**config.mk**
```make
export PLATFORM = sky130hd
export DESIGN_NAME = ram_arbiter_ctrl
export DESIGN_NICKNAME = d
export VERILOG_FILES = /design/src/rtl/ram_arbiter_ctrl.sv
export SDC_FILE = /design/constraint.sdc
export NUM_CORES = 2
export LEC_CHECK = 0
export CORE_MARGIN = 1
export CORE_UTILIZATION = 45
export DETAILED_ROUTE_END_ITERATION = 12
export PLACE_DENSITY = 0.59
export SYNTH_ARGS = -nofsm -noshare
export SYNTH_HDL_FRONTEND = slang
export SYNTH_SLANG_ARGS = --single-unit
```
**constraint.sdc**
```tcl
create_clock -name clk -period 31 [get_ports clk]
set_input_delay 4.65 -clock clk [delete_from_list [all_inputs] [get_ports clk]]
set_output_delay 4.65 -clock clk [all_outputs]
set_load 0.02 [all_outputs]
```
**src/rtl/ram_arbiter_ctrl.sv**
```systemverilog
// ram_arbiter_ctrl
//
// Multi-channel controller in front of a single-port storage array.
// NUM_CH requesters share the array through round-robin arbitration.
// After every reset the whole array is swept to INIT_VAL before any
// request is accepted.
//
// Ports
//   clk        : single clock, rising edge
//   rst        : synchronous, active-high reset
//   req_valid  : per-channel request valid
//   req_ready  : per-channel accept (one-hot or zero, combinational)
//   req_we     : per-channel 1 = write, 0 = read
//   req_addr   : flattened addresses, channel c at [c*ADDR_W +: ADDR_W]
//   req_wdata  : flattened write data, channel c at [c*DATA_W +: DATA_W]
//   rsp_valid  : one-cycle pulse, read data valid for that channel
//   rsp_data   : read data shared by all channels, held until next read
//   init_done  : high once the init sweep has finished
//   state_dbg  : current FSM state (0 = INIT, 1 = RUN)
//
// Handshake: a channel's request transfers on the rising edge where both
// req_valid[c] and req_ready[c] are high. While valid is high and not yet
// accepted the requester holds we/addr/wdata stable. req_ready depends on
// req_valid, so requesters must not derive req_valid from req_ready.
// A read accepted at edge N presents rsp_valid/rsp_data between edges N
// and N+1; a write accepted at edge N is visible to a read at edge N+1.

module ram_arbiter_ctrl #(
    parameter int                DATA_W   = 8,
    parameter int                ADDR_W   = 8,
    parameter int                NUM_CH   = 2,
    parameter logic [DATA_W-1:0] INIT_VAL = '0
) (
    input  logic                       clk,
    input  logic                       rst,
    input  logic [NUM_CH-1:0]          req_valid,
    output logic [NUM_CH-1:0]          req_ready,
    input  logic [NUM_CH-1:0]          req_we,
    input  logic [NUM_CH*ADDR_W-1:0]   req_addr,
    input  logic [NUM_CH*DATA_W-1:0]   req_wdata,
    output logic [NUM_CH-1:0]          rsp_valid,
    output logic [DATA_W-1:0]          rsp_data,
    output logic                       init_done,
    output logic                       state_dbg
);

    localparam int DEPTH = 1 << ADDR_W;
    localparam int PTR_W = (NUM_CH > 1) ? $clog2(NUM_CH) : 1;

    typedef enum logic {
        ST_INIT = 1'b0,
        ST_RUN  = 1'b1
    } state_t;

    state_t             state;
    logic [ADDR_W-1:0]  sweep_cnt;
    logic [PTR_W-1:0]   ptr;
    logic [DATA_W-1:0]  mem [DEPTH];

    logic               run_ok;
    logic [NUM_CH-1:0]  grant;
    logic [PTR_W-1:0]   grant_idx;
    logic               grant_any;
    int                 cand;

    logic               sel_we;
    logic [ADDR_W-1:0]  sel_addr;
    logic [DATA_W-1:0]  sel_wdata;

    // Grants are suppressed while rst is high so a request presented in
    // the reset cycle is dropped rather than half-executed.
    assign run_ok    = (state == ST_RUN) && !rst;
    assign req_ready = grant;
    assign state_dbg = state;

    // Round-robin search starting at ptr, wrapping modulo NUM_CH.
    always_comb begin
        grant     = '0;
        grant_idx = '0;
        grant_any = 1'b0;
        cand      = 0;
        for (int i = 0; i < NUM_CH; i++) begin
            cand = int'(ptr) + i;
            if (cand >= NUM_CH) begin
                cand = cand - NUM_CH;
            end
            if (!grant_any && run_ok && req_valid[cand]) begin
                grant_any   = 1'b1;
                grant[cand] = 1'b1;
                grant_idx   = PTR_W'(cand);
            end
        end
    end

    // Route the granted channel's command to the array.
    always_comb begin
        sel_we    = 1'b0;
        sel_addr  = '0;
        sel_wdata = '0;
        for (int c = 0; c < NUM_CH; c++) begin
            if (grant[c]) begin
                sel_we    = req_we[c];
                sel_addr  = req_addr[c*ADDR_W +: ADDR_W];
                sel_wdata = req_wdata[c*DATA_W +: DATA_W];
            end
        end
    end

    // Storage array: sweep writes during INIT, granted writes during RUN.
    // No reset on the array itself; the sweep provides its contents.
    always_ff @(posedge clk) begin
        if (!rst) begin
            if (state == ST_INIT) begin
                mem[sweep_cnt] <= INIT_VAL;
            end else if (grant_any && sel_we) begin
                mem[sel_addr] <= sel_wdata;
            end
        end
    end

    // Control FSM, arbitration pointer and registered read response.
    always_ff @(posedge clk) begin
        if (rst) begin
            state     <= ST_INIT;
            sweep_cnt <= '0;
            ptr       <= '0;
            init_done <= 1'b0;
            rsp_valid <= '0;
            rsp_data  <= '0;
        end else begin
            rsp_valid <= '0;
            case (state)
                ST_INIT: begin
                    sweep_cnt <= sweep_cnt + 1'b1;
                    // The write to the last location ends the sweep.
                    if (&sweep_cnt) begin
                        state     <= ST_RUN;
                        init_done <= 1'b1;
                    end
                end
                ST_RUN: begin
                    if (grant_any) begin
                        ptr <= (grant_idx == PTR_W'(NUM_CH - 1)) ? '0 : grant_idx + 1'b1;
                        if (!sel_we) begin
                            rsp_valid <= grant;
                            rsp_data  <= mem[sel_addr];
                        end
                    end
                end
                default: state <= ST_INIT;
            endcase
        end
    end

endmodule

```
==> flow_summary_export.csv <==
group,metric,value,unit
outcome,outcome,"finished clean",
worst_hold_path,type_of_the_worst_min_delay_path,"reg -> reg",
global_routing,antenna_found_initial,4,
floorplan,std_cell_rows,156,
route,remaining_drc_errors,0,
floorplan,initial_utilization,0.454,
clocking,cts-buffers-inserted,207,
synthesis,async_flop_share,0,
route,detailedRoute.firstPassIterationCount,6,
clocking,cts_tree,"built",
place,hpwlAfterDp,136,mm
finish,areaGrowthSynthToFinish,11.2,%
synthesis,yosysWarnings,0,
critical_path,worstPathMaxFanout,20,
synthesis,netlist_area,82100,µm²
synthesis,synth_flop_cell,"sky130_fd_sc_hd__edfxtp_1",
sta,rsz0062_at_grt,"no",
synthesis,avgSynthCellArea,14.1,µm²
finish,fin_area,91300,µm²
finish,fill_cells,15100,
critical_path,critPathLaunchType,"input pin",
route,drtIter0Drc,6265,
critical_path,endpoint_kind,"primary output",
finish,layout-drive-gt1-share,0.0730,
route,postRouteAntennaNets,0,
floorplan,io_pins,52,
clocking,cts_num_sinks,2069,
critical_path,critPathKind,"in -> out",
route,detail_route.vias_per_cell,6.04,
place,place_ws,19170,ps
sta,tightest_slew_margin_relative_to_the_limit,0.113,
power,power_frac_seq,0.551,
power,intPower,4.41,mW
finish,final_common_cell,"sky130_fd_sc_hd__edfxtp_1",
floorplan,fp.dieH,429,µm
floorplan,floorplan.die_area,184000,µm²
route,route.vias.total,50300,
global_routing,globalRoute.totalOverflow,0,
clocking,worst_setup_hold_path_clk_slew,60,ps
sta,layout_min_cycle_time,11890,ps
power,power.share.combinational,0.005,
sta,achievable-frequency,0.0841,GHz
sta,setup-tns-final,0,ps
power,pwr-share-clk,0.444,
sta,worst_pin_slew,1330,ps
global_routing,grt_start_max_net_pins,189,
sta,fin_crit_sh,0.384,
clocking,cts_resized,0,
sta,hold_viol,0,
place,place_congestion,0.884,
critical_path,worst-endpoint-arrival,7240,ps
clocking,cts_hold_buffers,0,
clocking,cts_setup_buffers,0,
finish,fin_nets,5816,
sta,worst_clock_skew,36.5,ps
power,power.net_switching,1.09,mW
route,finalWirelength,234,mm
place,io_buffer_count,51,
place,placed_cell_area,84700,µm²
clocking,worstSkewPairLatency,850,ps
synthesis,synth_seq_cells,2069,
synthesis,syn_nets,5875,
global_routing,vias_in_the_first_global_route,48800,
sta,slew_viol_final,0,
power,p_leak,31.1,nW
synthesis,post_synth_inst_count,5836,
floorplan,floorplan.core_area,181000,µm²
power,peakVddDrop,0.0000556,V
global_routing,first_pass_grt_wire_length,340,mm
clocking,htreeDepth,4,
synthesis,synth_edf_count,2048,
finish,final_util,0.505,
floorplan,die_w,429,µm
clocking,clock_tree.root_cell,"sky130_fd_sc_hd__clkbuf_16",
synthesis,ys_seq_area_frac,0.754,
power,power_switching_share,0.198,
flow_run,max_cap_viol_count,0,
global_routing,groute.usage.overall,0.250,
route,avgRoutedWirePerCell,28.0,µm
sta,hold-worst-slack,547,ps
clocking,number_of_buffers_between_clock_root_and_the_deepest_sink,3,
critical_path,worst-endpoint-required,26350,ps
power,cellPowerDensity,60.3,nW/µm²
finish,layout.cells.most_common_list,"sky130_fd_sc_hd__edfxtp_1, sky130_fd_sc_hd__nand2_1, sky130_fd_sc_hd__nand3_1",
sta,fin_ws,19110,ps
sta,finalSetupViolations,0,
synthesis,synth_cell_type_count,67,
## layer usage
metal	vias up	wire length (µm)	track usage
met4	2	8770	0.0925
li1	22200	-	-
met5	-	8	0
met1	25600	96400	0.344
met3	436	18300	0.0470
met2	2089	110000	0.398
## stage by stage
step	total power, mW	std cells
after floorplan	3.10	5836
after global placement	3.12	7938
after detailed placement	3.12	7938
after CTS	5.52	8325
after global routing	5.63	8325
final	5.50	8330
## power groups by stage
stage               registers, mW  clock network, mW  logic, mW
global route                 3.03               2.58     0.0285
CTS                          3.03               2.47     0.0275
detailed placement           3.09                  0     0.0274
finish                       3.03               2.44     0.0278
floorplan                    3.09                  0    0.00918
global placement             3.09                  0     0.0271
## final timing paths
kind	start	to	slack, ps	cells past startpoint
worst max-delay path	rst	req_ready[0]	19110	5
worst min-delay path	init_done	init_done	550	2
worst max register to register	state_dbg	rsp_data[6]	24240	12
worst min register to register	init_done	init_done	550	2
## cells by family after synthesis
family | synth area share
AOI/OAI and AO/OA | 0.0747
buffers and inverters | 0.0228
adders and majority gates | 0.000152
DFF | 0.754
xor gates and xnor gates | 0.000640
and+or+nand+nor | 0.125
muxes | 0.0220
## layout make-up
class | instances | area (µm²) | area share
flip-flops and latches | 2069 | 61900 | 0.678
multi-input cells | 3349 | 18500 | 0.203
clock buffers | 262 | 5520 | 0.0605
well taps | 2370 | 2970 | 0.0325
repair buffers | 143 | 1280 | 0.0140
clock inverters | 125 | 1060 | 0.0116
inverters | 7 | 26.3 | 0.000288
diodes | 5 | 12.5 | 0.000137
## state kept, by name, summed over array words and instances (netlist names), named ones only
register	cells
init_done	1
mem	2048
rsp_data	8
rsp_valid	2
state_dbg	1
sweep_cnt	8
## synth_stat cells, types with 15 or more instances
| cell | number | area share |
|---|---|---|
| sky130_fd_sc_hd__edfxtp_1 | 2048 | 0.75 |
| sky130_fd_sc_hd__nand2_1 | 1356 | 0.062 |
| sky130_fd_sc_hd__nor2_1 | 297 | 0.014 |
| sky130_fd_sc_hd__nand3_1 | 292 | 0.018 |
| sky130_fd_sc_hd__and3_1 | 200 | 0.015 |
| sky130_fd_sc_hd__a211oi_1 | 198 | 0.018 |
| sky130_fd_sc_hd__mux2i_1 | 180 | 0.022 |
| sky130_fd_sc_hd__a311oi_1 | 173 | 0.018 |
| sky130_fd_sc_hd__buf_2 | 170 | 0.010 |
| sky130_fd_sc_hd__clkbuf_1 | 169 | 0.0077 |
| sky130_fd_sc_hd__a31oi_1 | 163 | 0.012 |
| sky130_fd_sc_hd__a32oi_1 | 93 | 0.0099 |
| sky130_fd_sc_hd__nand4_1 | 90 | 0.0069 |
| sky130_fd_sc_hd__a21oi_1 | 62 | 0.0038 |
| sky130_fd_sc_hd__buf_1 | 53 | 0.0024 |
| sky130_fd_sc_hd__nor4_1 | 45 | 0.0034 |
| sky130_fd_sc_hd__o22ai_1 | 28 | 0.0021 |
| sky130_fd_sc_hd__dfxtp_1 | 21 | 0.0051 |
| sky130_fd_sc_hd__nand2b_1 | 16 | 0.0012 |
| sky130_fd_sc_hd__o31ai_1 | 16 | 0.0015 |
| sky130_fd_sc_hd__a22oi_1 | 15 | 0.0014 |
| sky130_fd_sc_hd__buf_4 | 15 | 0.0014 |
## critical path, cell delays in order
cell,delay [ps]
sky130_fd_sc_hd__clkdlybuf4s50_1,740
sky130_fd_sc_hd__and3b_1,620
sky130_fd_sc_hd__nand2_4,160
sky130_fd_sc_hd__inv_2,370
sky130_fd_sc_hd__clkdlybuf4s50_1,690
(Power assumes the default switching activity.)
